**src/rtl/scm_tcdm_bridge_if.sv**
```systemverilog
// Two-master TCDM request/response bundle between masters and the register-file bridge.
// Each vector packs master p at slice p.
interface scm_tcdm_bridge_if #(
  parameter int ADDR_WIDTH = 5,
  parameter int DATA_WIDTH = 32,
  parameter int NUM_BYTE   = DATA_WIDTH / 8
);
  logic [1:0]              req;
  logic [1:0]              we;
  logic [2*ADDR_WIDTH-1:0] add;
  logic [2*NUM_BYTE-1:0]   be;
  logic [2*DATA_WIDTH-1:0] wdata;
  logic [1:0]              gnt;
  logic [1:0]              r_valid;
  logic [2*DATA_WIDTH-1:0] r_rdata;

  modport master (
    output req, we, add, be, wdata,
    input  gnt, r_valid, r_rdata
  );

  modport slave (
    input  req, we, add, be, wdata,
    output gnt, r_valid, r_rdata
  );
endinterface

```
**src/rtl/scm_tcdm_bridge.sv**
```systemverilog
// Round-robin two-master front-end onto the 1R1W byte-enable latch register file.
// Grants are combinational and responses follow one cycle later.
module scm_tcdm_bridge #(
  parameter int ADDR_WIDTH = 5,
  parameter int DATA_WIDTH = 32,
  parameter int NUM_BYTE   = DATA_WIDTH / 8
) (
  input  logic                  clk,
  input  logic                  rst,
  scm_tcdm_bridge_if.slave      tcdm,
  output logic                  rf_read_enable_o,
  output logic [ADDR_WIDTH-1:0] rf_read_addr_o,
  input  logic [DATA_WIDTH-1:0] rf_read_data_i,
  output logic                  rf_write_enable_o,
  output logic [ADDR_WIDTH-1:0] rf_write_addr_o,
  output logic [DATA_WIDTH-1:0] rf_write_data_o,
  output logic [NUM_BYTE-1:0]   rf_write_be_o,
  output logic [15:0]           conflict_cnt_o
);

  logic [1:0]            rd_req, wr_req;
  logic                  rd_any, wr_any;
  logic                  rd_sel, wr_sel;
  logic [1:0]            rd_gnt, wr_gnt, gnt;
  logic                  rd_ptr_q, wr_ptr_q;
  logic [ADDR_WIDTH-1:0] rd_addr_q;
  logic [1:0]            rsp_vld_q, rsp_rd_q;
  logic [15:0]           cnt_q;

  always_comb begin
    rd_req = tcdm.req & ~tcdm.we;
    wr_req = tcdm.req & tcdm.we;
    rd_any = (|rd_req) & ~rst;
    wr_any = (|wr_req) & ~rst;
    rd_sel = (rd_req == 2'b11) ? rd_ptr_q : rd_req[1];
    wr_sel = (wr_req == 2'b11) ? wr_ptr_q : wr_req[1];
    rd_gnt = rd_any ? (rd_sel ? 2'b10 : 2'b01) : 2'b00;
    wr_gnt = wr_any ? (wr_sel ? 2'b10 : 2'b01) : 2'b00;
    gnt    = rd_gnt | wr_gnt;
  end

  assign tcdm.gnt = gnt;

  // Read address holds its last value when idle so the RF address latch never glitches.
  assign rf_read_enable_o = rd_any;
  assign rf_read_addr_o   = !rd_any ? rd_addr_q :
                            rd_sel  ? tcdm.add[ADDR_WIDTH +: ADDR_WIDTH] :
                                      tcdm.add[0 +: ADDR_WIDTH];

  assign rf_write_enable_o = wr_any;
  assign rf_write_addr_o   = wr_sel ? tcdm.add[ADDR_WIDTH +: ADDR_WIDTH]
                                    : tcdm.add[0 +: ADDR_WIDTH];
  assign rf_write_data_o   = wr_sel ? tcdm.wdata[DATA_WIDTH +: DATA_WIDTH]
                                    : tcdm.wdata[0 +: DATA_WIDTH];
  assign rf_write_be_o     = !wr_any ? '0 :
                             wr_sel  ? tcdm.be[NUM_BYTE +: NUM_BYTE] :
                                       tcdm.be[0 +: NUM_BYTE];

  assign tcdm.r_valid = rsp_vld_q;
  assign tcdm.r_rdata[0 +: DATA_WIDTH]          = rsp_rd_q[0] ? rf_read_data_i : '0;
  assign tcdm.r_rdata[DATA_WIDTH +: DATA_WIDTH] = rsp_rd_q[1] ? rf_read_data_i : '0;
  assign conflict_cnt_o = cnt_q;

  always_ff @(posedge clk or posedge rst) begin
    if (rst) begin
      rd_ptr_q  <= 1'b0;
      wr_ptr_q  <= 1'b0;
      rd_addr_q <= '0;
      rsp_vld_q <= 2'b00;
      rsp_rd_q  <= 2'b00;
      cnt_q     <= 16'd0;
    end else begin
      if (rd_req == 2'b11) rd_ptr_q <= ~rd_sel;
      if (wr_req == 2'b11) wr_ptr_q <= ~wr_sel;
      rd_addr_q <= rf_read_addr_o;
      rsp_vld_q <= gnt;
      rsp_rd_q  <= gnt & ~tcdm.we;
      if ((|(tcdm.req & ~gnt)) && (cnt_q != 16'hFFFF)) cnt_q <= cnt_q + 16'd1;
    end
  end

endmodule

```
**src/flat_wrapper.sv**
```systemverilog
// flat-port wrapper written by rule: the top's interface ports become plain ports
module scm_tcdm_bridge_flat 
#(
  parameter int ADDR_WIDTH = 5,
  parameter int DATA_WIDTH = 32,
  parameter int NUM_BYTE   = DATA_WIDTH / 8
)
  (clk, rst, rf_read_enable_o, rf_read_addr_o, rf_read_data_i, rf_write_enable_o, rf_write_addr_o, rf_write_data_o, rf_write_be_o, conflict_cnt_o, tcdm_req, tcdm_we, tcdm_add, tcdm_be, tcdm_wdata, tcdm_gnt, tcdm_r_valid, tcdm_r_rdata);
  scm_tcdm_bridge_if #(.ADDR_WIDTH(ADDR_WIDTH), .DATA_WIDTH(DATA_WIDTH), .NUM_BYTE(NUM_BYTE)) tcdm_i ();
  input  logic clk;
  input  logic rst;
  output logic rf_read_enable_o;
  output logic [ADDR_WIDTH-1:0] rf_read_addr_o;
  input  logic [DATA_WIDTH-1:0] rf_read_data_i;
  output logic rf_write_enable_o;
  output logic [ADDR_WIDTH-1:0] rf_write_addr_o;
  output logic [DATA_WIDTH-1:0] rf_write_data_o;
  output logic [NUM_BYTE-1:0] rf_write_be_o;
  output logic [15:0] conflict_cnt_o;
  input wire logic [$bits(tcdm_i.req)-1:0] tcdm_req;
  input wire logic [$bits(tcdm_i.we)-1:0] tcdm_we;
  input wire logic [$bits(tcdm_i.add)-1:0] tcdm_add;
  input wire logic [$bits(tcdm_i.be)-1:0] tcdm_be;
  input wire logic [$bits(tcdm_i.wdata)-1:0] tcdm_wdata;
  output wire logic [$bits(tcdm_i.gnt)-1:0] tcdm_gnt;
  output wire logic [$bits(tcdm_i.r_valid)-1:0] tcdm_r_valid;
  output wire logic [$bits(tcdm_i.r_rdata)-1:0] tcdm_r_rdata;
  assign tcdm_i.req = tcdm_req;
  assign tcdm_i.we = tcdm_we;
  assign tcdm_i.add = tcdm_add;
  assign tcdm_i.be = tcdm_be;
  assign tcdm_i.wdata = tcdm_wdata;
  assign tcdm_gnt = tcdm_i.gnt;
  assign tcdm_r_valid = tcdm_i.r_valid;
  assign tcdm_r_rdata = tcdm_i.r_rdata;
  scm_tcdm_bridge #(.ADDR_WIDTH(ADDR_WIDTH), .DATA_WIDTH(DATA_WIDTH), .NUM_BYTE(NUM_BYTE)) u_core (.clk(clk), .rst(rst), .tcdm(tcdm_i), .rf_read_enable_o(rf_read_enable_o), .rf_read_addr_o(rf_read_addr_o), .rf_read_data_i(rf_read_data_i), .rf_write_enable_o(rf_write_enable_o), .rf_write_addr_o(rf_write_addr_o), .rf_write_data_o(rf_write_data_o), .rf_write_be_o(rf_write_be_o), .conflict_cnt_o(conflict_cnt_o));
endmodule
```
**config.mk**
```make
export PLATFORM = sky130hd
export DESIGN_NAME = scm_tcdm_bridge_flat
export DESIGN_NICKNAME = d
export VERILOG_FILES = /design/src/rtl/scm_tcdm_bridge_if.sv /design/src/rtl/scm_tcdm_bridge.sv /design/src/flat_wrapper.sv
export SDC_FILE = /design/constraint.sdc
export NUM_CORES = 1
export LEC_CHECK = 0
export ABC_AREA = 1
export BUFFER_PORTS_ARGS = -buffer_cell sky130_fd_sc_hd__buf_2
export CORE_AREA = 2 2 97 99
export DETAILED_ROUTE_END_ITERATION = 12
export DIE_AREA = 0 0 99 101
export PLACE_DENSITY = 0.67
export SYNTH_ARGS = -nofsm -noshare
export SYNTH_HDL_FRONTEND = slang
export SYNTH_SLANG_ARGS = --single-unit
export TNS_END_PERCENT = 5
```
**constraint.sdc**
```tcl
create_clock -name clk -period 1.45 [get_ports clk]
set_input_delay 0.0725 -clock clk [delete_from_list [all_inputs] [get_ports clk]]
set_output_delay 0.0725 -clock clk [all_outputs]
set_load 0.005 [all_outputs]
```
== Word level (Yosys, flattened, before mapping) ==
Cells that the tools add are included.

* Reductions and logical operators: 4
* Multiplexer cells: 14
* $add $sub $neg: 1
* Eq/ne operators: 3
* Bitwise operators: 12

{| class="wikitable"
|+ Operators by type and width
! cell !! count
|-
| 32-bit two-way mux || 3
|-
| 16-bit by 1-bit adder with 16-bit output, second input constant || 1
|-
| 16-bit inequality test, second input constant || 1
|-
| 5-bit two-way mux || 3
|-
| 2-bit AND || 4
|-
| 2-bit two-way mux || 4
|-
| 4-bit two-way mux || 2
|-
| 2-bit OR reduction || 3
|-
| 2-bit == test, second input constant || 2
|-
| 2-bit NOT || 2
|-
| 1-bit NOT || 3
|-
| 1-bit AND || 2
|-
| 1-bit two-way mux || 2
|-
| 2-bit OR || 1
|-
| 1-bit logical AND || 1
|}

* Logic and storage cells: 40
* Input bits: 120
* Flip-flop bits (word level): 27
* Output and inout port bits: 132

== Logic depth before layout (Yosys ltp) ==
Gate-level depths: netlist of run 1.

* Depth after elaboration: 11
* Depth in mapped cells: 11
* Depth with buffers taken out: 10

== Worst setup path before layout of run 1 ==
Ideal clock, no wire load.

* Kind: flip-flop to flip-flop
* Start: register u_core.cnt_q[0], in the netlist u_core.conflict_cnt_o[0]
* End: register u_core.cnt_q[11], in the netlist u_core.conflict_cnt_o[11]
* Required time: 1,333 ps
* Period minus slack after synthesis: 1,509 ps
* Buffers on the path: 1
* Cell stages (with the launch flop): 8
* Path slack: -59 ps
* Arrival: 1,392 ps
* Cell sequence: dfrtp_1 ha_1 nand2_1 nor2_2 nand4_2 clkbuf_1 nand3_1 nand2_1

* Longest elaborated chain between the ends: 2

{| class="wikitable"
|+ RTL lines
! item !! RTL line !! RTL
|-
| from (decl) || scm_tcdm_bridge.sv:28 || <nowiki>logic [15:0] cnt_q;</nowiki>
|-
| from (signal assigned) || scm_tcdm_bridge.sv:78 || <nowiki>if ((|(tcdm.req & ~gnt)) && (cnt_q != 16'hFFFF)) cnt_q <= cnt_q + 16'd1;</nowiki>
|-
| branches (longest 2 deep; another with 16-bit by 1-bit adder with 16-bit output) || n/a ||
|}

Several ways; the timed one is not identified.
A chain may end at the register's enable or synchronous reset.

== Final worst setup path of run 1 ==
* Start: register u_core.wr_ptr_q
* End: output rf_write_data_o[30]

* Longest elaborated chain between the ends: 2

{| class="wikitable"
|+ RTL lines
! item !! RTL line !! RTL
|-
| from (decl) || scm_tcdm_bridge.sv:25 || <nowiki>logic rd_ptr_q, wr_ptr_q;</nowiki>
|-
| from (signal assigned) || scm_tcdm_bridge.sv:74 || <nowiki>if (wr_req == 2'b11) wr_ptr_q <= ~wr_sel;</nowiki>
|-
| 1-bit two-way mux || scm_tcdm_bridge.sv:36 || <nowiki>wr_sel = (wr_req == 2'b11) ? wr_ptr_q : wr_req[1];</nowiki>
|-
| 32-bit two-way mux || scm_tcdm_bridge.sv:53 || <nowiki>assign rf_write_data_o = wr_sel ? tcdm.wdata[DATA_WIDTH +: DATA_WIDTH]</nowiki>
|-
| to (decl) || flat_wrapper.sv:17 || <nowiki>output logic [DATA_WIDTH-1:0] rf_write_data_o;</nowiki>
|}

No other way between the ends.

==> results.json, run 1 <==
{
  "synth_top_area_share": 0.264,
  "place.gp.congestion": 0.896,
  "drt-wirelength-per-cell_um": 12.9,
  "fp.dieW_um": 99,
  "clock_skew_ns": 0.00690,
  "critPathTopFamily": "buffers and inverters",
  "finalPower_mw": 2.88,
  "worst_setup_path_start_kind": "flip-flop",
  "place_area_um2": 4080,
  "hold_violations": 0,
  "use_met2": 0.383,
  "cp_slowest_cell": "dfrtp_1",
  "ff2ff_path_depth": 9,
  "initial_core_util": 0.285,
  "finalWirelength_um": 10100,
  "fp.coreArea_um2": 8980,
  "setup_ws_ns": -0.225,
  "hold_depth": 3,
  "rsz0062_at_grt": "true",
  "rr_endpoint": "u_core.conflict_cnt_o[14]",
  "final_common_cell": "buf_2",
  "pwr_density_cell_nw_per_um2": 647,
  "max_slew_margin": 0.761,
  "grt_pass1_vias": 3252,
  "syn_avg_cell_area_um2": 6.52,
  "numPortBuffers": 251,
  "clock-sinks": 27,
  "dp_slack_ns": -0.0641,
  "die_area_um2": 10000,
  "r2r-start": "u_core.conflict_cnt_o[0]",
  "dieHeight_um": 101,
  "yosysWarnings": 0,
  "syn-num-nets": 514,
  "setup_viol": 50,
  "fin_hold_ws_ns": 0.0537,
  "status": "finished with violations",
  "via_per_inst": 4.40,
  "required_ns": 1.38,
  "overflow": 0,
  "synth.area.top_cells": "dfrtp_1, nand2_1, inv_1, mux2_2, nand3_1",
  "violations": "setup timing",
  "cp_max_fo": 11,
  "period_share": 1.16,
  "cts_buffer_depth": 2,
  "finish.utilization": 0.495,
  "worstPathArrival_ns": 1.60,
  "path_clk_slew_ns": 0.10,
  "slew_viol_final": 0,
  "grt_max_degree": 33,
  "yosysTopAreaCell": "dfrtp_1",
  "critPathCaptureType": "primary output",
  "synth.distinct_cells": 27,
  "netlist_area_um2": 2560,
  "drive_above_1_share": 0.506,
  "peakVddDrop_uv": 411,
  "clkLatencyLatePin_ns": 0.28,
  "cts_tree": "built",
  "ys_async_sr_fraction": 1.00,
  "path_class": "reg2out",
  "grtUsageTotal": 0.194,
  "nNetsFinal": 790,
  "worstMarginPinSlew_ns": 0.358,
  "root_buffer": "clkbuf_8",
  "dp_cells": 766,
  "use_met3": 0.0229,
  "syn_inst": 393,
  "met1_usage": 0.217,
  "std_cell_rows": 35,
  "maxCapViolCount": 0,
  "htreeDepth": 1,
  "ys_ff_latch": 27,
  "min_period_ns": 1.68,
  "grt_pass1_wl_um": 15800,
  "ys_seq_area_frac": 0.264,
  "syn2layout_area_growth_pct": 73.5,
  "maxClockFrequency_mhz": 597,
  "max_stage_delay_ns": 0.42,
  "holdPathEnd": "u_core.rd_addr_q[2]",
  "path_buf_inv": 3,
  "ff2ff_setup_slack_ns": -0.01,
  "drc": 0,
  "worstHoldStart": "tcdm_add[2]",
  "synth_ff_type": "dfrtp_1",
  "stdcell_count": 781,
  "stdcell_area_um2": 4450,
  "finalSetupTns_ns": -8.46,
  "top_usage_layer": "met2",
  "crit_chain": "o21ai_4, buf_4, buf_16, mux2_2, buf_2",
  "synth-edff-count": 0,
  "layout_common_cells": "buf_2, nand2_1, inv_1, dfrtp_1",
  "vias": 3438,
  "cts_inserted_buffers": 3,
  "antenna_found_initial": 2,
  "power.static_leakage_nw": 3.11,
  "drt_iter0_drc": 68,
  "hpwl_um": 8240,
  "antenna_left": 0,
  "nFillCells": 901,
  "io_pins": 252,
  "hp-class": "in2reg",
  "dr.pass1.iters": 4
}
## tightest hold or removal path: stages
cell and delay [ns]:
buf_2 0.09, nand2_1 0.04, o211ai_1 0.08
## Yosys cell counts, types with 2 or more instances
cell / count
clkbuf_1: 7
o21ai_0: 10
nor2_1: 14
nand4_1: 3
mux2_2: 28
nand3_2: 2
xor2_1: 9
inv_1: 95
o211ai_1: 5
a21oi_4: 2
nand2_2: 2
nand3_1: 25
nand2_4: 2
xnor2_1: 2
dfrtp_1: 27
nand2_1: 139
mux2_1: 4
a21oi_1: 2
buf_6: 7
## cells by family (layout without fill, tap and decap cells)
family,count (synthesis),count (layout),share of synthesized area
AND/OR/NAND/NOR,191,191,0.313
flip-flops,27,27,0.264
adder cells (fa/ha/maj),1,1,0.00488
AO/OA/AOI/OAI,21,21,0.0576
other,0,2,0
multiplexers,32,32,0.141
buffers and inverters,110,385,0.182
XOR/XNOR,11,11,0.0376
## power breakdown
part	internal [mW]	switching [mW]
Clock	0.195	0.257
Combinational	0.751	0.651
Sequential	0.888	0.136
Total	1.83	1.04
## flip-flops by register name, summed over array words and instances (netlist names)
name,count
u_core.wr_ptr_q,1
u_core.conflict_cnt_o,16
u_core.tcdm.r_valid,2
u_core.rsp_rd_q,2
u_core.rd_addr_q,5
u_core.rd_ptr_q,1
## layout make-up
type	count	area, µm²	share of cell area
Tap cell	111	139	0.0312
Timing Repair Buffer	286	1700	0.381
Sequential cell	27	677	0.152
Clock buffer	3	41.3	0.00929
Multi-Input combinational cell	256	1520	0.342
Clock inverter	1	7.51	0.00169
Inverter	95	363	0.0816
Antenna cell	2	5.00	0.00113
## timing repair
action / CTS / global route
gates resized for setup: 37 / 7
pin swaps: 4 / 0
hold buffers: 1 / 0
cloned: 3 / 0
endpoints found under the hold margin: 27 / 0
buffers inserted: 5 / 0
endpoints found under the setup margin: 59 / 64
## worst max path at each step
stage	startpoint	to	slack [ns]	cells past startpoint
global placement	u_core.wr_ptr_q	rf_write_data_o[31]	-0.03	4
detailed placement	u_core.wr_ptr_q	rf_write_data_o[31]	-0.06	4
CTS	u_core.wr_ptr_q	rf_write_data_o[26]	-0.22	5
global route	u_core.wr_ptr_q	rf_write_data_o[4]	-0.28	5
finish	u_core.wr_ptr_q	rf_write_data_o[30]	-0.23	5
floorplan	u_core.conflict_cnt_o[0]	u_core.conflict_cnt_o[12]	-0.02	7
## layer usage
layer / vias to the layer above / share of wire
met5: - / 0
met4: 0 / 0.017
met3: 10 / 0.068
met2: 169 / 0.53
met1: 1521 / 0.39
li1: 1738 / -
(Power assumes the default switching activity.)
==> run 2, diff against run 1 <==
Settings changed: SETUP_SLACK_MARGIN set to 0.05.
==> run 2 against run 1 <==
The flow still finishes with violations (setup timing). Combinational power increased by 12%. Total power grew 4.8%. Sequential share of layout area shrank 0.75 points. Critical path depth is 1 higher. Die area stayed put. Non-clock buffer count grew 10. Sequential power is essentially flat. First-iteration DRC count is 88% higher. Hold slack gained 0.013 ns. Critical path type unchanged.
==> results.json, run 2 (same netlist as run 1, synthesis figures left out) <==
{
  "drc": 0,
  "peakVddDrop_uv": 364,
  "final_common_cell": "buf_2",
  "clock_skew_ns": 0.0154,
  "crit_end": "rf_write_data_o[21]",
  "antenna_left": 0,
  "numPortBuffers": 251,
  "io_pins": 252,
  "diodes": 0,
  "cts_buffer_depth": 2,
  "slew_viol_final": 0,
  "root_buffer": "clkbuf_8",
  "htreeDepth": 1,
  "violations": "setup timing",
  "path_clk_slew_ns": 0.11,
  "cts_tree": "built",
  "finalPower_mw": 3.02,
  "drive_above_1_share": 0.521,
  "hold_violations": 0,
  "setup_viol": 63,
  "hp-class": "in2reg",
  "rr_endpoint": "u_core.conflict_cnt_o[6]",
  "dr.pass1.iters": 4,
  "worstPathArrival_ns": 1.66,
  "worst_setup_path_start_kind": "flip-flop",
  "layout_common_cells": "buf_2, nand2_1, inv_1, buf_4",
  "power.static_leakage_nw": 3.27,
  "grt_pass1_vias": 3454,
  "ff2ff_path_depth": 11,
  "max_slew_margin": 0.757,
  "ff2ff_setup_slack_ns": -0.20,
  "via_per_inst": 4.48,
  "antenna_found_initial": 0,
  "grt_pass1_wl_um": 16200,
  "std_cell_rows": 35,
  "path_class": "reg2out",
  "fin_hold_ws_ns": 0.0670,
  "status": "finished with violations",
  "die_area_um2": 10000,
  "drt-wirelength-per-cell_um": 13.2,
  "maxClockFrequency_mhz": 578,
  "syn2layout_area_growth_pct": 82.5,
  "hpwl_um": 8100,
  "rsz0062_at_grt": "true",
  "vias": 3537,
  "fp.coreArea_um2": 8980,
  "period_share": 1.19,
  "required_ns": 1.38,
  "cts_inserted_buffers": 3,
  "pwr_density_cell_nw_per_um2": 645,
  "fp.dieW_um": 99,
  "worstMarginPinSlew_ns": 0.364,
  "r2r-start": "u_core.wr_ptr_q",
  "min_period_ns": 1.73,
  "place.gp.congestion": 0.920,
  "maxCapViolCount": 0,
  "setup_ws_ns": -0.282,
  "finalWirelength_um": 10400,
  "finalSetupTns_ns": -12.26,
  "largest_register_ffs": 16,
  "initial_core_util": 0.285,
  "nFillCells": 886,
  "startpoint": "u_core.wr_ptr_q",
  "critPathCaptureType": "primary output",
  "dp_slack_ns": -0.0510,
  "grtUsageTotal": 0.198,
  "drt_iter0_drc": 128,
  "clock-sinks": 27,
  "nNetsFinal": 800,
  "overflow": 0,
  "cp_max_fo": 5,
  "dieHeight_um": 101,
  "clkLatencyLatePin_ns": 0.28,
  "grt_max_degree": 28
}
[run 2: per-layer routing]
layer / global-route usage / up-vias / part of all wire
met5: 0 / - / 0
met2: 0.409 / 177 / 0.54
met1: 0.216 / 1603 / 0.37
li1: - / 1749 / -
met4: 0.0379 / 0 / 0.0089
met3: 0.0215 / 8 / 0.072
[run 2: layout make-up]
type | count | area [µm²] | area share
clock buffers | 3 | 41.3 | 0.00883
clock inverters | 1 | 5.00 | 0.00107
inverters | 95 | 360 | 0.0771
multi-input cells | 256 | 1570 | 0.335
flip-flops and latches | 27 | 677 | 0.145
well taps | 111 | 139 | 0.0297
repair buffers | 296 | 1890 | 0.404
[run 2: power breakdown]
group	switching [mW]	internal (mW)	leakage, nW
sequential	0.115	0.892	0.354
combinational	0.703	0.862	2.89
clock	0.252	0.193	0.0255
total	1.07	1.95	3.27
[run 2: what timing repair did]
action	in CTS	in global routing
hold buffers	1	0
gates cloned	4	0
setup endpoints to repair	60	64
endpoints found under the hold margin	27	0
setup buffers	8	1
pin swaps	13	2
gates resized for setup	61	9
[run 2: critical path, stage by stage, from the launching register on]
cell and delay, ns:
dfrtp_2 0.44, o21ai_4 0.14, buf_6 0.14, buf_12 0.11
buf_16 0.12, mux2_4 0.32, buf_6 0.12
[run 2: worst min path at each step]
stage                     start                        to  slack [ns]  cells past startpoint
floorplan                   rst  u_core.conflict_cnt_o[0]       -0.02                      1
global placement            rst           u_core.wr_ptr_q        0.26                      3
detailed placement          rst           u_core.rd_ptr_q        0.27                      3
CTS                 tcdm_add[2]       u_core.rd_addr_q[2]        0.06                      3
global route        tcdm_add[2]       u_core.rd_addr_q[2]        0.07                      3
finish              tcdm_add[2]       u_core.rd_addr_q[2]        0.07                      3
[run 2: metrics by stage]
step,cell area (µm²),std cells,utilization
CTS,4650,789,0.518
detailed placement,4140,772,0.461
finish,4680,789,0.521
floorplan,2590,393,-
global route,4680,789,0.521
global placement,4140,772,0.461
==> run 3, diff against run 2 <==
Settings changed: BUFFER_PORTS_ARGS -buffer_cell sky130_fd_sc_hd__buf_2 to unset, CORE_AREA 2 2 97 99 to 2 2 98 100, DIE_AREA 0 0 99 101 to 0 0 100 102, DONT_BUFFER_PORTS set to 1, PLACE_DENSITY 0.67 to 0.41, SKIP_LAST_GASP set to 1.
==> run 3 against run 2 <==
The run still ends with setup timing left. Sequential share of layout area up 6.6 points. Hold slack worse by 0.057 ns. First-iteration DRC count down 34%. Wire length down 19%. Clock-buffer cell count up 1. Sequential power about the same. Final area down 32%. Register-to-register slack better by 0.10 ns. Sequential cell count unchanged. Clock skew down 0.012 ns. Combinational power down 32%.
==> results.json, run 3 (same netlist as run 1, synthesis figures left out) <==
{
  "final_common_cell": "nand2_1",
  "hpwl_um": 6670,
  "worst_setup_path_start_kind": "flip-flop",
  "required_ns": 1.38,
  "dr.pass1.iters": 4,
  "period_share": 1.12,
  "setup_viol": 61,
  "path_clk_slew_ns": 0.10,
  "dp_cells": 524,
  "critPathCaptureType": "primary output",
  "slew_viol_final": 0,
  "numPortBuffers": 0,
  "max_slew_margin": 0.735,
  "drt-wirelength-per-cell_um": 15.7,
  "via_per_inst": 4.75,
  "cts_inserted_buffers": 3,
  "ff2ff_setup_slack_ns": -0.10,
  "met3_length_um": 562,
  "hold_depth": 2,
  "finalSetupTns_ns": -7.53,
  "finalPower_mw": 2.52,
  "hp-class": "in2reg",
  "grt_pass1_vias": 2320,
  "root_buffer": "clkbuf_8",
  "finish.utilization": 0.351,
  "diodes": 0,
  "die_area_um2": 10200,
  "violations": "setup timing",
  "worstMarginPinSlew_ns": 0.395,
  "io_pins": 252,
  "ff2ff_path_depth": 9,
  "antenna_found_initial": 0,
  "clock_skew_ns": 0.00364,
  "worstPathArrival_ns": 1.55,
  "syn2layout_area_growth_pct": 24.8,
  "peakVddDrop_uv": 345,
  "rsz0062_at_grt": "true",
  "maxClockFrequency_mhz": 618,
  "fin_hold_ws_ns": 0.00994,
  "cts_tree": "built",
  "power.static_leakage_nw": 2.03,
  "wl_met1_um": 3530,
  "r2r-start": "u_core.wr_ptr_q",
  "largest_register_ffs": 16,
  "layout_common_cells": "nand2_1, inv_1, buf_4, dfrtp_1, nand3_1",
  "clkLatencyLatePin_ns": 0.28,
  "finalWirelength_um": 8480,
  "std_cell_rows": 35,
  "holdPathEnd": "u_core.rd_addr_q[2]",
  "grtUsageTotal": 0.146,
  "stdcell_count": 540,
  "fp.dieW_um": 100,
  "cts_buffer_depth": 2,
  "path_class": "reg2out",
  "maxCapViolCount": 0,
  "status": "finished with violations",
  "nNetsFinal": 551,
  "dr_wl_met2_um": 4320,
  "nFillCells": 984,
  "clock-sinks": 27,
  "min_period_ns": 1.62,
  "worstHoldStart": "tcdm_add[2]",
  "drt_iter0_drc": 85,
  "antenna_left": 0,
  "pwr_density_cell_nw_per_um2": 788,
  "drive_above_1_share": 0.221,
  "startpoint": "u_core.wr_ptr_q",
  "dieHeight_um": 102,
  "rr_endpoint": "u_core.conflict_cnt_o[8]",
  "grt_max_degree": 33,
  "place.gp.congestion": 0.797,
  "hold_violations": 0,
  "cp_max_fo": 5,
  "overflow": 0,
  "fp.coreArea_um2": 9110,
  "drc": 0,
  "grt_pass1_wl_um": 11700,
  "highest_layer": "met4",
  "setup_ws_ns": -0.169,
  "htreeDepth": 1,
  "initial_core_util": 0.281,
  "vias": 2563
}
-- run 3: cell count changes in the layout (fill, tap and decap cells not counted), sizes merged --
cell    previous run  this run
clkbuf             3         5
clkinv             1         0
buf              295        45
-- run 3: worst max-delay path by stage --
stage	slack (ns)	cells past startpoint	endpoint
3_3_place_gp	0.006	10	u_core.conflict_cnt_o[14]
5_1_grt	-0.24	6	rf_write_be_o[0]
6_report	-0.17	4	rf_write_data_o[26]
4_1_cts	-0.20	4	rf_write_data_o[26]
2_1_floorplan	0.08	7	u_core.conflict_cnt_o[4]
3_5_place_dp	-0.02	10	u_core.conflict_cnt_o[14]
-- run 3: area by class of cell --
class / instances / area, µm² / area share
well taps: 111 / 139 / 0.0434
clock buffers: 4 / 45.0 / 0.0141
repair buffers: 47 / 494 / 0.155
flip-flops and latches: 27 / 676 / 0.211
multi-input cells: 256 / 1480 / 0.464
inverters: 95 / 360 / 0.113
-- run 3: what timing repair did --
item,CTS,global route
hold buffers,1,0
pin swaps,1,1
gates cloned,3,1
gates resized for setup,4,17
endpoints found under the hold margin,27,0
setup endpoints to repair,63,68
setup buffers,5,2
-- run 3: per-stage QoR --
step                      instance area, µm²  setup slack (ns)
final                                   3200            -0.169
after CTS                               3110            -0.196
after floorplan                         2590            0.0755
after global routing                    3200            -0.237
after detailed placement                2920           -0.0156
after global placement                  2920           0.00552
-- run 3: routing by layer --
metal | GRT usage | vias up
li1 | - | 1249
met1 | 0.177 | 1159
met2 | 0.281 | 151
met3 | 0.0150 | 4
met4 | 0.0306 | 0
met5 | 0 | -
-- run 3: power by group --
group | switching, mW | internal (mW) | total, mW
logic | 0.543 | 0.516 | 1.06
clock network | 0.260 | 0.198 | 0.457
registers | 0.115 | 0.889 | 1.00
-- run 3: critical path: stages (launching register included) --
cell and delay, ns:
dfrtp_1 0.42, o21ai_4 0.21, buf_6 0.17, buf_16 0.12, mux2_2 0.34
